[src/rtl/keypad_code_entry.sv]
// Turns single-key press events from the keypad manager into BCD digit entry
// with backspace ('*'), commit ('#') and an idle timeout for partial entries.
module keypad_code_entry #(
  parameter int DIGITS      = 4,
  parameter int TIMEOUT_CYC = 50_000_000
) (
  input  logic                aclk,
  input  logic                aresetn,
  input  logic [11:0]         i_key_push,
  output logic                o_digit_valid,
  output logic [3:0]          o_digit,
  output logic [4*DIGITS-1:0] o_entry,
  output logic [3:0]          o_entry_len,
  output logic                o_full,
  output logic                o_code_valid,
  output logic [4*DIGITS-1:0] o_code,
  output logic [3:0]          o_code_len,
  output logic                o_timeout
);

  localparam int EW = 4 * DIGITS;
  localparam int CW = (TIMEOUT_CYC > 0) ? $clog2(TIMEOUT_CYC + 1) : 1;
  localparam int TO_LAST_I = (TIMEOUT_CYC > 0) ? TIMEOUT_CYC - 1 : 0;
  localparam logic [CW-1:0] TO_LAST = TO_LAST_I[CW-1:0];
  localparam logic [3:0] DIGITS_L = 4'(DIGITS);

  typedef enum logic [1:0] {IDLE, ENTRY, COMMIT} state_t;

  state_t        state_reg, state_next;
  logic [11:0]   prev_reg;
  logic [EW-1:0] entry_reg, entry_next;
  logic [3:0]    len_reg, len_next;
  logic [CW-1:0] cnt_reg, cnt_next;
  logic [EW-1:0] code_reg, code_next;
  logic [3:0]    code_len_reg, code_len_next;
  logic          digit_valid_reg, digit_valid_next;
  logic [3:0]    digit_reg, digit_next;
  logic          code_valid_reg, code_valid_next;
  logic          timeout_reg, timeout_next;
  logic          full_reg;

  logic       press;
  logic [3:0] key_idx;
  logic [3:0] key_digit;

  // An event needs a fully released keypad on the previous cycle and exactly one key now.
  assign press = (prev_reg == 12'd0) && $onehot(i_key_push);

  always_comb begin
    key_idx = 4'd0;
    for (int i = 0; i < 12; i++) begin
      if (i_key_push[i]) key_idx = 4'(i);
    end
    key_digit = (key_idx == 4'd10) ? 4'd0 : key_idx + 4'd1;
  end

  always_comb begin
    state_next       = (state_reg == COMMIT) ? IDLE : state_reg;
    entry_next       = entry_reg;
    len_next         = len_reg;
    cnt_next         = cnt_reg;
    code_next        = code_reg;
    code_len_next    = code_len_reg;
    digit_valid_next = 1'b0;
    digit_next       = digit_reg;
    code_valid_next  = 1'b0;
    timeout_next     = 1'b0;

    if (press) begin
      cnt_next = '0;
      if (key_idx == 4'd9) begin
        if (len_reg != 4'd0) begin
          entry_next = entry_reg >> 4;
          len_next   = len_reg - 4'd1;
          if (len_reg == 4'd1) state_next = IDLE;
        end
      end else if (key_idx == 4'd11) begin
        if (len_reg != 4'd0) begin
          code_next       = entry_reg;
          code_len_next   = len_reg;
          code_valid_next = 1'b1;
          entry_next      = '0;
          len_next        = 4'd0;
          state_next      = COMMIT;
        end
      end else if (len_reg < DIGITS_L) begin
        entry_next       = (entry_reg << 4) | EW'(key_digit);
        len_next         = len_reg + 4'd1;
        digit_valid_next = 1'b1;
        digit_next       = key_digit;
        state_next       = ENTRY;
      end
    end else if (state_reg == ENTRY && TIMEOUT_CYC > 0) begin
      if (cnt_reg == TO_LAST) begin
        entry_next   = '0;
        len_next     = 4'd0;
        cnt_next     = '0;
        timeout_next = 1'b1;
        state_next   = IDLE;
      end else begin
        cnt_next = cnt_reg + 1'b1;
      end
    end
  end

  always_ff @(posedge aclk or negedge aresetn) begin
    if (!aresetn) begin
      state_reg       <= IDLE;
      prev_reg        <= '0;
      entry_reg       <= '0;
      len_reg         <= '0;
      cnt_reg         <= '0;
      code_reg        <= '0;
      code_len_reg    <= '0;
      digit_valid_reg <= 1'b0;
      digit_reg       <= '0;
      code_valid_reg  <= 1'b0;
      timeout_reg     <= 1'b0;
      full_reg        <= 1'b0;
    end else begin
      state_reg       <= state_next;
      prev_reg        <= i_key_push;
      entry_reg       <= entry_next;
      len_reg         <= len_next;
      cnt_reg         <= cnt_next;
      code_reg        <= code_next;
      code_len_reg    <= code_len_next;
      digit_valid_reg <= digit_valid_next;
      digit_reg       <= digit_next;
      code_valid_reg  <= code_valid_next;
      timeout_reg     <= timeout_next;
      full_reg        <= (len_next == DIGITS_L);
    end
  end

  assign o_digit_valid = digit_valid_reg;
  assign o_digit       = digit_reg;
  assign o_entry       = entry_reg;
  assign o_entry_len   = len_reg;
  assign o_full        = full_reg;
  assign o_code_valid  = code_valid_reg;
  assign o_code        = code_reg;
  assign o_code_len    = code_len_reg;
  assign o_timeout     = timeout_reg;

endmodule

[config.mk]
export PLATFORM = sky130hd
export DESIGN_NAME = keypad_code_entry
export DESIGN_NICKNAME = d
export VERILOG_FILES = /design/src/rtl/keypad_code_entry.sv
export SDC_FILE = /design/constraint.sdc
export NUM_CORES = 1
export LEC_CHECK = 0
export ABC_AREA = 1
export CORE_MARGIN = 2
export CORE_UTILIZATION = 50
export DETAILED_ROUTE_END_ITERATION = 16
export PLACE_DENSITY = 0.78
export SETUP_SLACK_MARGIN = 0.1
export SKIP_LAST_GASP = 1
export SYNTH_ARGS = -nofsm -noshare
export SYNTH_HDL_FRONTEND = slang
export SYNTH_SLANG_ARGS = --single-unit
[constraint.sdc]
create_clock -name aclk -period 1.6 [get_ports aclk]
set_input_delay 0.32 -clock aclk [delete_from_list [all_inputs] [get_ports aclk]]
set_output_delay 0.32 -clock aclk [all_outputs]
set_load 0.01 [all_outputs]
; ---- After elaboration in Yosys (flattened, before gate mapping)
; Cells that the tools add are included.
[op_classes]
reduce_logical = 8
add_sub_neg = 15
magnitude_cmp = 1
bitwise = 3
n_eq_ne = 12
muxes = 52
[ops]
columns = op, n
row1 = two-way mux 16 bit, 8
row2 = two-way mux 26 bit, 3
row3 = two-way mux 4 bit, 15
row4 = adder 26 x 1 -> 26 bit (second input constant), 1
row5 = equality test 26 bit (second input constant), 1
row6 = two-way mux 2 bit, 12
row7 = bitwise OR 16 x 4 -> 16 bit, 1
row8 = adder 1 x 1 -> 2 bit, 6
row9 = equality test 4 bit (second input constant), 3
row10 = logical NOT 12 bit, 1
row11 = two-way mux 1 bit, 12
row12 = adder 2 x 2 -> 3 bit, 3
row13 = adder 4 x 1 -> 4 bit (second input constant), 2
row14 = equality test 4 x 1 -> 1 bit (second input constant), 2
row15 = AND reduction 4 bit, 2
row16 = two-way mux 3 bit, 2
row17 = AND reduction 5 bit, 1
row18 = adder 3 x 3 -> 4 bit, 1
row19 = adder 4 x 3 -> 4 bit, 1
row20 = equality test 4 x 3 -> 1 bit (second input constant), 1
row21 = less-than comparator 4 x 3 -> 1 bit (second input constant), 1
row22 = != test 4 x 1 -> 1 bit (second input constant), 1
row23 = nonzero test 2 bit, 2
row24 = nonzero test 4 bit, 1
row25 = 7 further kinds, 8
[word_totals]
output_inout_bits = 48
register_bits = 88
wordCells = 103
in_bits = 14

; ---- Logic depth before layout (Yosys ltp)
; Gate-level depths: netlist of run 1.
[logic_depth]
depth_word = 18
ltp_mapped = 22
ltp_nobuf = 22

; ---- Least setup slack after synthesis of run 1
; OpenSTA, ideal clock, no wires.
[synth_timing]
path_kind = input-to-reg
startpoint = input i_key_push[0]
endpoint = register cnt_reg[11]
setup_slack_ns = -2.718
path_buffers = 1
arrival_time_ns = 4.193
stages = 20
setup_ns = 0.124
cell_sequence = fa_1 > fa_1 > inv_1 > fa_1 > fa_1 > inv_1 > ha_1 > inv_1 > fa_1 > nand2_1 > or2_1 > nor3_4 > nand2_4 > inv_4 > nor2_2 > buf_6 > nor2_8 > nand3_2 > o21ai_2 > a21oi_1
[synth_via]
elab_chain_cells = 7
word_cells_on_any_way = 8
classes_between = add/sub (4) / eq/ne (1) / mux (1) / reduce/logical (2)
[synth_rtl]
columns = item, line_no
row1 = start: declaration, 9  ; input logic [11:0] i_key_push,
row2 = adder 1 x 1 -> 2 bit (implied by the code) *, 47  ; assign press = (prev_reg == 12'd0) && $onehot(i_key_push);
row3 = adder 2 x 2 -> 3 bit (implied by the code) *, 47
row4 = adder 3 x 3 -> 4 bit (implied by the code) *, 47
row5 = adder 4 x 3 -> 4 bit (implied by the code) *, 47
row6 = equality test 4 x 1 -> 1 bit *, 47
row7 = logical AND 1 bit *, 47
row8 = two-way mux 26 bit or nonzero test 2 bit (tied branches), n/a
row9 = end signal: assignment, 125  ; cnt_reg <= cnt_next;
row10 = end: declaration, 33  ; logic [CW-1:0] cnt_reg, cnt_next;
; Every way passes the cells marked *; elsewhere a longest branch is shown, timed or not.
; A chain may end at the register's enable or synchronous reset.

; ---- Worst setup path in the final report of run 1
[layout_timing]
startpoint = input i_key_push[0]
endpoint = register entry_reg[5] (netlist: o_entry[5])
[layout_via]
elab_chain_cells = 8
word_cells_on_any_way = 13
classes_between = add/sub (4) / eq/ne (4) / mux (1) / reduce/logical (4)
[layout_rtl]
columns = item, line_no
row1 = adder 1 x 1 -> 2 bit (implied by the code) *, 47
row2 = adder 2 x 2 -> 3 bit (implied by the code) *, 47
row3 = adder 3 x 3 -> 4 bit (implied by the code) *, 47
row4 = adder 4 x 3 -> 4 bit (implied by the code) *, 47
row5 = equality test 4 x 1 -> 1 bit *, 47
row6 = logical AND 1 bit *, 47
row7 = "!= test 4 x 1 -> 1 bit (no source line), or another cell as far along", n/a
row8 = AND reduction 5 bit (no source line), n/a
row9 = end signal: assignment, 123  ; entry_reg <= entry_next;
row10 = end: declaration, 31  ; logic [EW-1:0] entry_reg, entry_next;
; Marks and branches as above.

==> results of run 1 <==
[worst max-delay path: stages]
cell	delay, ns
buf_6	0.10
fa_1	0.49
fa_1	0.54
inv_2	0.04
fa_1	0.50
fa_1	0.44
inv_2	0.10
ha_4	0.13
inv_2	0.03
fa_1	0.52
nand2_2	0.07
or2_4	0.24
buf_4	0.14
nor2_4	0.09
nand3_2	0.11
nor2_4	0.17
inv_2	0.08
nand2_4	0.12
nand3_4	0.12
nor2_1	0.13
nor2_1	0.05
[cells in the final DEF (no fill, tap or decap), types with 10 or more instances in the layout]
cell type      count
nand2_1          124
buf_4            115
dfrtp_1           88
inv_1             69
nor2_1            59
dlygate4sd2_1     44
nand3_1           21
o21ai_0           17
nand2_2           16
a21oi_1           16
buf_6             16
xor2_1            15
nand2_4           14
nand4_1           14
nor2_4            14
o21ai_2           14
nor3_1            12
o21ai_1           12
inv_2             11
nand3_2           10
[layer usage]
metal,up-vias,global-route usage (%)
met5,-,0
met3,98,5.27
met2,432,49.1
met1,2526,39.5
li1,2328,-
met4,0,10.6
[cell families after synthesis]
| kind of cell | count (synthesis) | synth area share (%) |
|---|---|---|
| simple gates | 312 | 29.9 |
| buf+inv | 92 | 7.79 |
| flops | 88 | 45.4 |
| compound gates | 76 | 8.57 |
| fa+ha+maj | 17 | 5.47 |
| xor+xnor | 16 | 2.89 |
[power by group through the flow]
stage	Clock, uW	Combinational, uW	Sequential, uW
6_report	1590	3320	2890
5_1_grt	1660	3570	2910
4_1_cts	1580	2820	2810
3_5_place_dp	0	2650	2860
3_3_place_gp	0	2530	2840
2_1_floorplan	0	1270	2920
[per-stage QoR]
stage,TNS (ns),worst slack [ns],hold WS [ns]
CTS,-203.70,-2.79,0.0193
floorplan,-189.39,-2.72,0.0244
detailed placement,-243.35,-3.40,0.399
global route,-206.35,-2.85,0.0462
finish,-195.86,-2.71,-0.00225
global placement,-232.26,-3.20,0.393
[worst max path at each step]
stage,start,end,slack (ns),depth (start not counted)
after floorplan,i_key_push[0],cnt_reg[11],-2.72,20
after global placement,i_key_push[0],cnt_reg[4],-3.20,22
after detailed placement,i_key_push[0],cnt_reg[4],-3.40,22
after CTS,i_key_push[5],cnt_reg[4],-2.79,22
after global routing,i_key_push[0],o_entry[7],-2.85,21
final,i_key_push[0],o_entry[5],-2.71,21
[final cells by class]
| type | count | share of cell area (%) |
|---|---|---|
| multi-input cells | 421 | 36.3 |
| flip-flops and latches | 88 | 30.2 |
| clock buffers | 9 | 1.70 |
| repair buffers | 197 | 24.1 |
| well taps | 129 | 2.21 |
| inverters | 83 | 4.45 |
| clock inverters | 6 | 0.961 |
[repair_timing]
item | in CTS | in global routing
hold buffers | 0 | 0
setup buffers | 25 | 8
setup endpoints to repair | 124 | 77
gates cloned | 3 | 2
pin swaps | 18 | 27
gates resized for setup | 125 | 74
==> out/results.tsv, run 1 <==
stage	metric	value	unit
outcome	status	finished with violations	
outcome	failing checks	negative hold slack, negative setup slack	
timing	Slew Limit Fails	0	
critical_path	CP arrival	4.56	ns
critical_path	worst path required time	1.85	ns
pwr	P per Cell Area	1070	nW/um^2
critical_path	R2R cell count	10	
timing	Worst-Margin Slew	0.491	ns
critical_path	Critical R2R Capture	cnt_reg[24]	
layout	fin area	7290	um^2
global_route	initial antenna violation count	0	
synth	Netlist cell types	43	
layout	share of cells above drive strength 1	33.2	%
pwr	Pwr Total	7800	uW
synth	Syn. warnings	0	
route	DR iter-0 viols	625	
timing	setup ws final	-2.71	ns
layout	Final Util	78.1	%
clocking	worst skew pair latency	0.36	ns
pwr	Comb pwr share	42.6	%
clocking	Num CTS Buffers	9	
route	Vias/cell	5.77	
pwr	power share of the clock group	20.3	%
synth	area of the mapped netlist	4850	um^2
synth	Async SR Flop Fraction	100	%
synth	Syn Nets	632	
clocking	clk sinks	88	
critical_path	r2r startpoint	cnt_reg[1]	
layout	NumNets Final	831	
layout	Fillers	560	
clocking	Clock transition at path regs	0.09	ns
hold_path	min-delay worst type	in -> async	
floorplanning	Initial Util	52.0	%
critical_path	Setup crit end kind	register	
global_route	wire length of the first global-routing pass	24200	um
route	Routed WL	17600	um
placement	DP Cell Count	890	
layout	sequential cell area	2200	um^2
route	DRT met1 WL	6420	um
synth	top_reg_cell synth	dfrtp_1	
layout	fin cells	933	
timing	RSZ-0062 raised after global routing	yes	
timing	fmax	232	MHz
pwr	LEAKAGE	0.00381	uW
route	routed wl met3	1760	um
pwr	VDD IR-drop max	0.660	mV
timing	Setup Skew	0.0119	ns
clocking	TritonCTS clock tree	done	
route	WL met2	8460	um
floorplanning	core area	9330	um^2
timing	min cycle time layout	4.31	ns
layout	Antenna diodes	0	
placement	port buffer count	61	
layout	max FFs per register	26	
synth	Synth area leader	dfrtp_1	
pwr	Reg power frac	37.1	%
clocking	clk root buf	clkbuf_8	
placement	Placed Area	6430	um^2
route	total number of vias	5384	
timing	Max-Slew Margin vs Limit	67.0	%
synth	Syn Inst Count	601	
synth	most frequent cell after synthesis	nand2_1	
timing	Setup violations, final	76	
layout	footprint of the multi-input gates	2650	um^2
synth	Post-synth top cells	150 x nand2_1, 88 x dfrtp_1, 78 x inv_1, 69 x nor2_1, 35 x o21ai_0	
synth	Synth top area share	45.4	%
synth	sequential share of the synthesized area	45.4	%
pwr	Sw Share	38.9	%
synth	flops & latches, synth	88	
route	Pre-antenna DRT Iters	5	
critical_path	flop-to-flop setup slack	-0.75	ns
floorplanning	Site Rows	35	
timing	hold_ws	-0.00225	ns
global_route	grt ovf	0	
placement	HPWL Detailed	9830	um
global_route	vias in the first global route	5037	
timing	final hold violation count	1	
synth	Avg Inst Size Synth	8.07	um^2
pwr	sw power	3030	uW
placement	RD Place Congestion	0.903	
critical_path	critical-path maximum fanout	4	
route	wire length per cell	18.9	um
floorplanning	Die Wd	102	um
synth	Post-synth EDFFs	0	
route	Post-route DRC	0	
route	post-route ant nets	0	
global_route	GRT Util Overall	29.7	%
clocking	htree depth	3	
pwr	Int Pwr	4770	uW
floorplanning	Die ar.	10500	um^2
floorplanning	Die H	102	um
global_route	pin count of the biggest net entering global routing	89	
timing	period utilization	269	%
floorplanning	Top-Level Pins	62	
synth	Synth area leaders	dfrtp_1 45%, nand2_1 12%, inv_1 6.0%	
critical_path	Startpoint Class	input port	
layout	synth-to-layout area growth	50.3	%
route	top sig layer	met4	
clocking	deepest clock path buffer count	2	
critical_path	Worst Setup Path Type	in -> reg	
flow_run	max cap viols	0	
Note: power is estimated with default switching activity, not from simulation.
==> run 2, diff against run 1 <==
- CAP_MARGIN: not set -> 40
- CORE_UTILIZATION: 50 -> 55
- PLACE_DENSITY: 0.78 -> 0.81
- clock period: 1.6 -> 4.5 ns (I/O delays scaled with it)
==> run 2 against run 1 <==
- sequential power is 64% lower
- first-iteration DRC count decreased by 26%
- sequential share of layout area up 3.0 points
- critical path type unchanged
- core utilization down 1.3 points
- the flow finishes with violations (negative setup slack)
==> out/results.tsv, run 2 (synthesized netlist as in run 1, its figures left out) <==
stage	metric	value	unit	change
clocking	TritonCTS clock tree	done		
critical_path	Startpoint Class	input port		
outcome	failing checks	negative setup slack		
route	Vias/cell	5.67		-1.7%
pwr	Comb pwr share	37.3	%	-5.3 points
placement	RD Place Congestion	0.915		+1.3%
layout	synth-to-layout area growth	36.9	%	
floorplanning	Site Rows	34		-2.9%
floorplanning	Top-Level Pins	62		unchanged
layout	max FFs per register	26		unchanged
clocking	Num CTS Buffers	9		unchanged
layout	Final Util	76.9	%	-1.3 points
layout	NumNets Final	756		-9.0%
clocking	htree depth	3		unchanged
pwr	Int Pwr	1600	uW	-66%
layout	share of cells above drive strength 1	22.6	%	-11 points
global_route	GRT Util Overall	27.5	%	-2.2 points
global_route	grt ovf	0		unchanged
route	Post-route DRC	0		unchanged
pwr	P per Cell Area	380	nW/um^2	-64%
timing	min cycle time layout	4.82	ns	
pwr	Reg power frac	40.8	%	+3.7 points
timing	period utilization	107	%	
route	post-route ant nets	0		unchanged
route	DR iter-0 viols	462		-26%
route	total number of vias	4747		-12%
clocking	deepest clock path buffer count	2		unchanged
floorplanning	Die H	97.9	um	-4.5%
layout	Antenna diodes	0		unchanged
layout	Fillers	555		-0.89%
timing	final hold violation count	0		-1
pwr	VDD IR-drop max	0.171	mV	-74%
pwr	sw power	920	uW	-70%
global_route	pin count of the biggest net entering global routing	53		-40%
global_route	initial antenna violation count	0		unchanged
critical_path	CP arrival	5.05	ns	+0.49 ns
floorplanning	core area	8640	um^2	-7.4%
floorplanning	Die ar.	9580	um^2	-8.7%
global_route	wire length of the first global-routing pass	21300	um	-12%
timing	Setup Skew	0.0152	ns	+0.00337 ns
pwr	power share of the clock group	21.9	%	+1.6 points
placement	port buffer count	61		unchanged
critical_path	Worst Setup Path Type	in -> reg		
critical_path	Setup crit end kind	register		
pwr	Pwr Total	2520	uW	-68%
route	Routed WL	13700	um	-22%
floorplanning	Initial Util	56.1	%	+4.2 points
layout	leading cell type in the layout, fill and taps excluded	nand2_1		
placement	HPWL Detailed	8950	um	-9.0%
route	wire length per cell	16.4	um	-13%
route	Pre-antenna DRT Iters	5		unchanged
layout	most frequent cells in the layout	130 x nand2_1, 88 x dfrtp_1, 73 x inv_1, 61 x nor2_1, 54 x clkdlybuf4s50_1		
global_route	vias in the first global route	4428		-12%
clocking	# hold bufs at CTS	0		unchanged
pwr	LEAKAGE	0.00319	uW	-16%
critical_path	critical-path maximum fanout	6		+2
clocking	clk root buf	clkbuf_8		
timing	setup ws final	-0.317	ns	+2.39 ns
timing	RSZ-0062 raised after global routing	yes		
timing	Max-Slew Margin vs Limit	66.7	%	-0.25 points
timing	Slew Limit Fails	0		unchanged
hold_path	min-delay worst type	reg -> reg		
clocking	Clock transition at path regs	0.09	ns	about the same
floorplanning	Die Wd	97.9	um	-4.5%
timing	Setup violations, final	61		-20%
pwr	Sw Share	36.5	%	-2.4 points
timing	fmax	208	MHz	
clocking	clk sinks	88		unchanged
timing	Worst-Margin Slew	0.499	ns	+0.00822 ns
flow_run	max cap viols	0		unchanged
outcome	status	finished with violations		
clocking	worst skew pair latency	0.36	ns	about the same
critical_path	worst path required time	4.74	ns	+2.89 ns
==> run 2: cell count changes in the layout (fill, tap and decap cells not counted), moves of 3 or more <==
| cell | previous run | this run |
|---|---|---|
| o21ai_2 | 14 | 4 |
| buf_4 | 115 | 39 |
| o21ai_1 | 12 | 22 |
| dlygate4sd2_1 | 44 | 0 |
| clkdlybuf4s15_1 | 3 | 0 |
| nand2_4 | 14 | 8 |
| nand3_1 | 21 | 25 |
| nand3_2 | 10 | 6 |
| nand2_1 | 124 | 130 |
| inv_1 | 69 | 73 |
| inv_2 | 11 | 8 |
| clkdlybuf4s50_1 | 6 | 54 |
==> run 2: critical path: stages <==
cell	delay, ns
buf_8	0.10
fa_1	0.50
fa_1	0.53
inv_2	0.04
fa_1	0.50
fa_1	0.42
inv_1	0.07
ha_2	0.17
inv_2	0.04
fa_1	0.40
nor2_1	0.11
nand2_1	0.06
nand2_1	0.09
nor3b_4	0.26
nand2_4	0.15
buf_4	0.17
buf_4	0.12
buf_4	0.12
nand2_1	0.05
nand2_1	0.06
nand2_1	0.10
o31ai_1	0.10
==> run 2: power groups by stage <==
stage / registers [uW] / clock network, uW / logic [uW]
after floorplan: 1040 / 0 / 448
after global placement: 1020 / 0 / 799
after detailed placement: 1030 / 0 / 835
after CTS: 1020 / 556 / 896
after global routing: 1040 / 594 / 1030
final: 1030 / 553 / 942
==> run 2: area by class of cell <==
type                            instances  area [um^2]  share of cell area (%)
Tap cell                              108          135                    2.04
Clock buffer                            9          124                    1.87
Inverter                               83          322                    4.84
Multi-Input combinational cell        421         2510                    37.9
Sequential cell                        88         2200                    33.2
Timing Repair Buffer                  122         1270                    19.2
Clock inverter                          6         70.1                    1.06
==> run 2: repair_timing <==
item                       in CTS  in global routing
setup endpoints to repair      76                 76
setup buffers                   9                  9
pin swaps                      14                 18
cloned                          3                  2
gates resized for setup        82                 43
==> run 2: path summary, 6_finish.rpt <==
path	startpoint	to	slack, ns	cells after the start
worst max-delay path	i_key_push[0]	state_reg[1]	-0.32	22
worst min-delay path	o_code[14]	o_code[14]	0.49	2
worst max register to register	o_entry_len[0]	o_code_len[1]	2.19	10
worst min register to register	o_code[14]	o_code[14]	0.49	2
max in group asynchronous	aresetn	o_entry[3]	3.38	2
min in group asynchronous	aresetn	cnt_reg[13]	0.50	1
==> run 2: layer usage <==
| layer | GRT usage, % | vias up | part of all wire [%] |
|---|---|---|---|
| li1 | - | 2176 | - |
| met1 | 39.9 | 2279 | 43 |
| met2 | 42.9 | 251 | 48 |
| met3 | 3.79 | 41 | 7.4 |
| met4 | 9.72 | 0 | 2.3 |
| met5 | 0 | - | 0 |
==> run 2: metrics by stage <==
stage / TNS [ns] / setup WS (ns) / cell area (um^2) / hold slack, ns / std cells
floorplan: -15.35 / -0.397 / 4900 / 0.468 / 601
CTS: -23.79 / -0.443 / 6350 / 0.489 / 826
global placement: -56.24 / -0.895 / 5880 / 0.462 / 799
global route: -26.29 / -0.527 / 6640 / 0.503 / 837
finish: -12.83 / -0.317 / 6640 / 0.487 / 837
detailed placement: -66.32 / -1.05 / 5910 / 0.465 / 800
